[src/rtl/seg7_pkg.sv]
// Shared glyph table and per-nibble BCD step helpers for the 7-segment counter display.
package seg7_pkg;

  typedef struct packed {
    logic       carry;
    logic [3:0] nib;
  } nib_step_t;

  localparam logic [6:0] SEG_BLANK = 7'b0000000;
  localparam logic [3:0] BCD_MAX   = 4'd9;

  // {A,B,C,D,E,F,G}, A = MSB, active-high.
  function automatic logic [6:0] hex_to_seg(input logic [3:0] h);
    logic [6:0] seg;
    seg = SEG_BLANK;
    case (h)
      4'h0: seg = 7'b1111110;
      4'h1: seg = 7'b0110000;
      4'h2: seg = 7'b1101101;
      4'h3: seg = 7'b1111001;
      4'h4: seg = 7'b0110011;
      4'h5: seg = 7'b1011011;
      4'h6: seg = 7'b1011111;
      4'h7: seg = 7'b1110000;
      4'h8: seg = 7'b1111111;
      4'h9: seg = 7'b1111011;
      4'hA: seg = 7'b1110111;
      4'hB: seg = 7'b0011111;
      4'hC: seg = 7'b1001110;
      4'hD: seg = 7'b0111101;
      4'hE: seg = 7'b1001111;
      4'hF: seg = 7'b1000111;
      default: seg = SEG_BLANK;
    endcase
    return seg;
  endfunction

  function automatic nib_step_t bcd_inc(input logic [3:0] n);
    nib_step_t r;
    if (n >= BCD_MAX) begin
      r.carry = 1'b1;
      r.nib   = '0;
    end else begin
      r.carry = 1'b0;
      r.nib   = n + 4'd1;
    end
    return r;
  endfunction

  // Out-of-range nibbles snap to 9 and absorb the borrow.
  function automatic nib_step_t bcd_dec(input logic [3:0] n);
    nib_step_t r;
    if (n == 4'd0) begin
      r.carry = 1'b1;
      r.nib   = BCD_MAX;
    end else if (n > BCD_MAX) begin
      r.carry = 1'b0;
      r.nib   = BCD_MAX;
    end else begin
      r.carry = 1'b0;
      r.nib   = n - 4'd1;
    end
    return r;
  endfunction

endpackage

[src/rtl/seg7_tick_gen.sv]
// Free-running prescaler producing a 1-cycle tick every 2^DIV clock cycles.
module seg7_tick_gen #(
  parameter int unsigned DIV = 15
) (
  input  logic clk,
  input  logic rst,
  output logic tick
);

  logic [DIV-1:0] cnt_q, cnt_d;

  always_comb begin
    cnt_d = cnt_q + 1'b1;
    tick  = &cnt_q;
  end

  always_ff @(posedge clk) begin
    if (rst) cnt_q <= '0;
    else     cnt_q <= cnt_d;
  end

endmodule

[src/rtl/seg7_counter_display.sv]
// N-digit hex/BCD up/down loadable counter with multiplexed, leading-zero-blanked 7-segment output.
module seg7_counter_display
  import seg7_pkg::*;
#(
  parameter int unsigned DIGITS      = 4,
  parameter int unsigned SCAN_DIV    = 15,
  parameter int unsigned CNT_DIV     = 21,
  parameter bit          AN_ACT_LOW  = 1'b1,
  parameter bit          SEG_ACT_LOW = 1'b0
) (
  input  logic                  clk,
  input  logic                  rst,
  input  logic                  en,
  input  logic                  up,
  input  logic                  bcd_mode,
  input  logic                  blank_lz,
  input  logic                  load,
  input  logic [4*DIGITS-1:0]   load_val,
  output logic [4*DIGITS-1:0]   value,
  output logic                  wrap,
  output logic [DIGITS-1:0]     anodes,
  output logic [6:0]            segments
);

  localparam int unsigned W  = 4 * DIGITS;
  localparam int unsigned IW = (DIGITS > 1) ? $clog2(DIGITS) : 1;
  localparam logic [DIGITS-1:0] AN_OFF  = AN_ACT_LOW ? '1 : '0;
  localparam logic [6:0]        SEG_OFF = SEG_ACT_LOW ? ~SEG_BLANK : SEG_BLANK;

  logic scan_tick, cnt_tick;

  seg7_tick_gen #(.DIV(SCAN_DIV)) u_scan_tick (.clk(clk), .rst(rst), .tick(scan_tick));
  seg7_tick_gen #(.DIV(CNT_DIV))  u_cnt_tick  (.clk(clk), .rst(rst), .tick(cnt_tick));

  logic [W-1:0]        value_q, value_d;
  logic                wrap_q, wrap_d;
  logic [IW-1:0]       idx_q, idx_d;
  logic [DIGITS-1:0]   anodes_q, anodes_d;
  logic [6:0]          segments_q, segments_d;

  logic [W-1:0]        step_val, load_clamped, upper;
  logic [W:0]          sum;
  logic                step_carry, carry;
  nib_step_t           ns;
  logic [3:0]          nib;
  logic [DIGITS-1:0]   onehot;

  always_comb begin
    step_val     = value_q;
    step_carry   = 1'b0;
    carry        = 1'b1;
    sum          = '0;
    ns           = '0;
    load_clamped = load_val;
    if (bcd_mode) begin
      // Ripple the carry/borrow nibble by nibble; nibbles above the stop point are untouched.
      for (int unsigned i = 0; i < DIGITS; i++) begin
        ns = up ? bcd_inc(value_q[4*i +: 4]) : bcd_dec(value_q[4*i +: 4]);
        if (carry) begin
          step_val[4*i +: 4] = ns.nib;
          carry              = ns.carry;
        end
        if (load_val[4*i +: 4] > BCD_MAX) load_clamped[4*i +: 4] = BCD_MAX;
      end
      step_carry = carry;
    end else begin
      sum        = up ? ({1'b0, value_q} + {{W{1'b0}}, 1'b1})
                      : ({1'b0, value_q} - {{W{1'b0}}, 1'b1});
      step_val   = sum[W-1:0];
      step_carry = sum[W];
    end

    value_d = value_q;
    wrap_d  = 1'b0;
    if (load) begin
      value_d = load_clamped;
    end else if (cnt_tick && en) begin
      value_d = step_val;
      wrap_d  = step_carry;
    end
  end

  always_comb begin
    idx_d      = idx_q;
    anodes_d   = anodes_q;
    segments_d = segments_q;
    nib        = '0;
    upper      = '0;
    onehot     = '0;
    if (scan_tick) begin
      idx_d          = (idx_q == IW'(DIGITS - 1)) ? '0 : idx_q + 1'b1;
      nib            = value_q[{idx_d, 2'b00} +: 4];
      upper          = value_q >> {idx_d, 2'b00};
      onehot[idx_d]  = 1'b1;
      if (blank_lz && (idx_d != '0) && (upper == '0)) begin
        anodes_d   = AN_OFF;
        segments_d = SEG_OFF;
      end else begin
        anodes_d   = AN_ACT_LOW ? ~onehot : onehot;
        segments_d = SEG_ACT_LOW ? ~hex_to_seg(nib) : hex_to_seg(nib);
      end
    end
  end

  always_ff @(posedge clk) begin
    if (rst) begin
      value_q    <= '0;
      wrap_q     <= 1'b0;
      idx_q      <= '0;
      anodes_q   <= AN_OFF;
      segments_q <= SEG_OFF;
    end else begin
      value_q    <= value_d;
      wrap_q     <= wrap_d;
      idx_q      <= idx_d;
      anodes_q   <= anodes_d;
      segments_q <= segments_d;
    end
  end

  assign value    = value_q;
  assign wrap     = wrap_q;
  assign anodes   = anodes_q;
  assign segments = segments_q;

endmodule
[config.mk]
export PLATFORM = sky130hd
export DESIGN_NAME = seg7_counter_display
export DESIGN_NICKNAME = d
export VERILOG_FILES = /design/src/rtl/seg7_pkg.sv /design/src/rtl/seg7_tick_gen.sv /design/src/rtl/seg7_counter_display.sv
export SDC_FILE = /design/constraint.sdc
export NUM_CORES = 1
export LEC_CHECK = 0
export BUFFER_PORTS_ARGS = -buffer_cell sky130_fd_sc_hd__buf_2
export CORE_MARGIN = 3
export CORE_UTILIZATION = 40
export DETAILED_ROUTE_END_ITERATION = 10
export HOLD_SLACK_MARGIN = 0.06
export PLACE_DENSITY = 0.59
export SLEW_MARGIN = 0
export SYNTH_ARGS = -nofsm -noshare
export SYNTH_HDL_FRONTEND = slang
export SYNTH_HIERARCHICAL = 1
export SYNTH_SLANG_ARGS = --single-unit
[constraint.sdc]
create_clock -name clk -period 2.75 [get_ports clk]
set_clock_uncertainty 0.05 [all_clocks]
set_input_delay 0 -clock clk [delete_from_list [all_inputs] [get_ports clk]]
set_output_delay 0 -clock clk [all_outputs]
set_load 0.01 [all_outputs]
==> impl_metrics.csv <==
group,metric,value,unit
final_layout,final_cell_mix,"nor2_1 (70), dfxtp_1 (64), a21oi_1 (58), nand2_1 (57), buf_2 (50)",
global_route,grt_pass1_vias,4920,
worst_hold_path,min_to,"value[1]",
global_route,grt_util_all_layers,20.85,%
final_layout,fin_nets,804,
worst_hold_path,holdCritStartpoint,"load_val[1]",
pwr,switching_share,32.40,%
worst_setup_path,crit_path_cell_trace,"inv_1, ha_4, mux4_2, inv_2, ha_1, nand3b_1, a211oi_4, a21boi_4, a21oi_1, nor2_1",
yosys,synth_area,5225,sq um
placed_design,port_buffers,50,
floorplan,die_x,120.3,um
detailed_routing,vias,5334,
worst_setup_path,reg2reg_slack,0.13,ns
global_route,grt_overflow,0,
yosys,synth-main-ff-cell,"dfxtp_1",
pwr,seq_power_share,34.5,%
yosys,syn_inst,671,
detailed_routing,drt_iter0_drc,485,
placed_design,dpl_cell_area,5746,sq um
worst_setup_path,required,2.93,ns
yosys,synth_area_leaders,"dfxtp_1 (25%), ha_1 (9.8%), a21oi_1 (5.7%)",
worst_setup_path,crit_type,"flip-flop to flip-flop",
floorplan,dieArea,14470,sq um
clock_tree,root_buffer,"clkbuf_16",
clock_tree,cts_tree,"done",
placed_design,gp_congestion,0.8822,
floorplan,rows,41,
worst_setup_path,critical-path-max-stage-delay,0.56,ns
floorplan,die_y,120.3,um
placed_design,hpwl,11.05,mm
timing,fin_crit,2.624,ns
worst_setup_path,r2r_cells,10,
worst_setup_path,r2r-start,"idx_q[1]",
final_layout,postLayoutCellArea,6203,sq um
pwr,p_int,2.013,mW
clock_tree,clock_sinks,66,
worst_hold_path,worst_hold_path.num_cells,5,
detailed_routing,drt.antenna.violating_nets,0,
detailed_routing,drc_errors,0,
worst_setup_path,path_max_fanout,5,
timing,fin_tns_setup,0,ns
floorplan,core_area,12670,sq um
final_layout,multi_input_area,3716,sq um
timing,max_slew.worst_pin.slew,0.7360,ns
final_layout,drive_above_1_share,18.01,%
timing,hold_viol,0,
final_layout,final_common_cell,"nor2_1",
pwr,switchingPower,965.0,uW
detailed_routing,vias_per_cell,5.823,
floorplan,start_util,41.24,%
worst_setup_path,timing.rr.end,"segments[3]",
yosys,synth_warnings,6,
global_route,grt_pass1_wl,24.47,mm
clock_tree,htree_levels,3,
run_status,run_status,"completed",
pwr,power.density,480.0,nW/um^2
worst_setup_path,start_kind,"flip-flop",
final_layout,seqCellArea,1324,sq um
clock_tree,cts_buffers,9,
global_route,grt_max_degree,35,
clock_tree,clock_path_buffers,2,
detailed_routing,wl_per_cell,16.64,um
detailed_routing,drt_wl_total,15.25,mm
yosys,synth_nets,736,
final_layout,area_growth,18.73,%
yosys,yosysUniqueCellTypes,78,
yosys,synth-edff-count,0,
worst_hold_path,worstHoldPathType,"input port to flip-flop",
flow_run,max_cap_violations,0,
final_layout,fillers,1259,
timing,fmax,381.1,MHz
clock_tree,clkTransAtPathRegs,0.06,ns
yosys,synthArstFlopShare,0,%
pwr,p_leak,2.400,nW
timing,maxSlewHeadroom,50.93,%
yosys,yosys.area.top_type,"dfxtp_1",
yosys,ys_ff_latch,66,
clock_tree,clock_latency,0.34,ns
timing,setup_violations,0,
pwr,combPwrFrac,26.3,%
global_route,antenna_found_initial,0,
worst_setup_path,worstPathArrival,2.80,ns
timing,fin_crit_sh,95.43,%
final_layout,antenna_cells,0,
worst_setup_path,slowest_stage,"mux4_2",
floorplan,io-pin-count,51,
yosys,syn_area_per_cell,7.787,sq um
yosys,ys_seq_area_share,25.29,%
yosys,yosysTopAreaCellShare,25.29,%
pwr,clkPwrFrac,39.2,%
detailed_routing,dr.pass1.iters,5,
worst_setup_path,worst_setup_path_end_kind,"flip-flop",
timing,drv_slew,0,
pwr,ir_worst_vdd,364.2,uV
==> state kept, by name, summed over array words and instances (netlist names) <==
name               flops
segments               7
u_cnt_tick/cnt_q      21
value                 16
wrap                   1
anodes                 4
idx_q                  2
u_scan_tick/cnt_q     15
==> routing by layer <==
layer / global-route usage (%) / share of wire (%) / vias to the layer above
met2: 35.90 / 48 / 162
met5: 0 / 0 / -
met4: 7.436 / 2.2 / 0
met1: 26.22 / 45 / 2517
met3: 3.648 / 5.2 / 28
li1: - / - / 2627
==> layout make-up <==
| cell class | count | share of cell area, % |
|---|---|---|
| clock buffer | 9 | 3.630 |
| clock inverter | 7 | 1.251 |
| inverter | 24 | 1.452 |
| multi-input combinational | 550 | 59.90 |
| sequential | 66 | 21.34 |
| tap | 172 | 3.469 |
| timing repair buffer | 88 | 8.955 |
==> kinds of logic after synthesis <==
logic type / synth area share [%]
buf+inv: 4.837
flops: 25.29
simple gates: 27.27
fa+ha+maj: 10.20
mux: 3.831
compound gates: 24.21
xor+xnor: 4.358
==> power groups by stage <==
| stage | combinational (mW) | clock (mW) | sequential, mW |
|---|---|---|---|
| after global routing | 0.865 | 1.23 | 1.03 |
| after detailed placement | 0.748 | 0 | 1.05 |
| after floorplan | 0.522 | 0 | 1.05 |
| after CTS | 0.763 | 1.19 | 1.03 |
| final | 0.783 | 1.17 | 1.03 |
| after global placement | 0.735 | 0 | 1.05 |
==> stage by stage <==
step	hold slack [ns]	total power, mW	setup WS (ns)	std cells	util, %
2_1_floorplan	0.02161	1.575	0.05761	671	-
3_3_place_gp	0.2940	1.783	0.1727	890	45.34
3_5_place_dp	0.3083	1.797	0.0001834	890	45.34
4_1_cts	0.06122	2.985	0.05892	914	48.45
5_1_grt	0.09754	3.131	-0.06615	916	48.96
6_report	0.05932	2.978	0.1257	916	48.96
==> synth_stat cells, types with 6 or more instances <==
master / instances
nand3_1: 31
o21ai_0: 43
or3_1: 12
nor3b_1: 8
nor3_1: 7
clkbuf_1: 22
or4_1: 9
a21o_1: 6
nor2b_1: 12
ha_1: 41
nor4_1: 11
o31ai_1: 11
nand2b_1: 10
o211ai_1: 6
inv_1: 22
and2_1: 7
buf_2: 6
a21oi_1: 60
xnor2_1: 13
dfxtp_1: 66
a31oi_1: 9
nand2_1: 58
xor2_1: 13
a211oi_1: 7
nor2_1: 70
nand4_1: 12
==> worst max-delay path by stage <==
stage | from | endpoint | slack (ns) | cells past startpoint
finish | idx_q[1] | segments[3] | 0.13 | 10
global route | idx_q[1] | segments[5] | -0.07 | 10
CTS | u_cnt_tick/cnt_q[0] | value[13] | 0.06 | 9
detailed placement | idx_q[1] | segments[3] | 0.0002 | 10
global placement | u_cnt_tick/cnt_q[0] | value[13] | 0.17 | 9
floorplan | idx_q[0] | segments[1] | 0.06 | 12
==> timing repair <==
item,CTS,global route
hold endpoints to repair,8,0
setup endpoints to repair,6,20
resized for setup,2,14
hold buffers,8,0
gates cloned,0,1
setup buffers,0,1
pin swaps,0,4
==> critical path: cells and delay by family (launching register included) <==
| family | cells | cell delay (ns) |
|---|---|---|
| muxes | 1 | 0.56 |
| buffers and inverters | 2 | 0.21 |
| DFF | 1 | 0.35 |
| adders and majority gates | 2 | 0.49 |
| AOI/OAI and AO/OA | 3 | 0.65 |
| and+or+nand+nor | 2 | 0.19 |
Note: power is estimated with default switching activity, not from simulation.
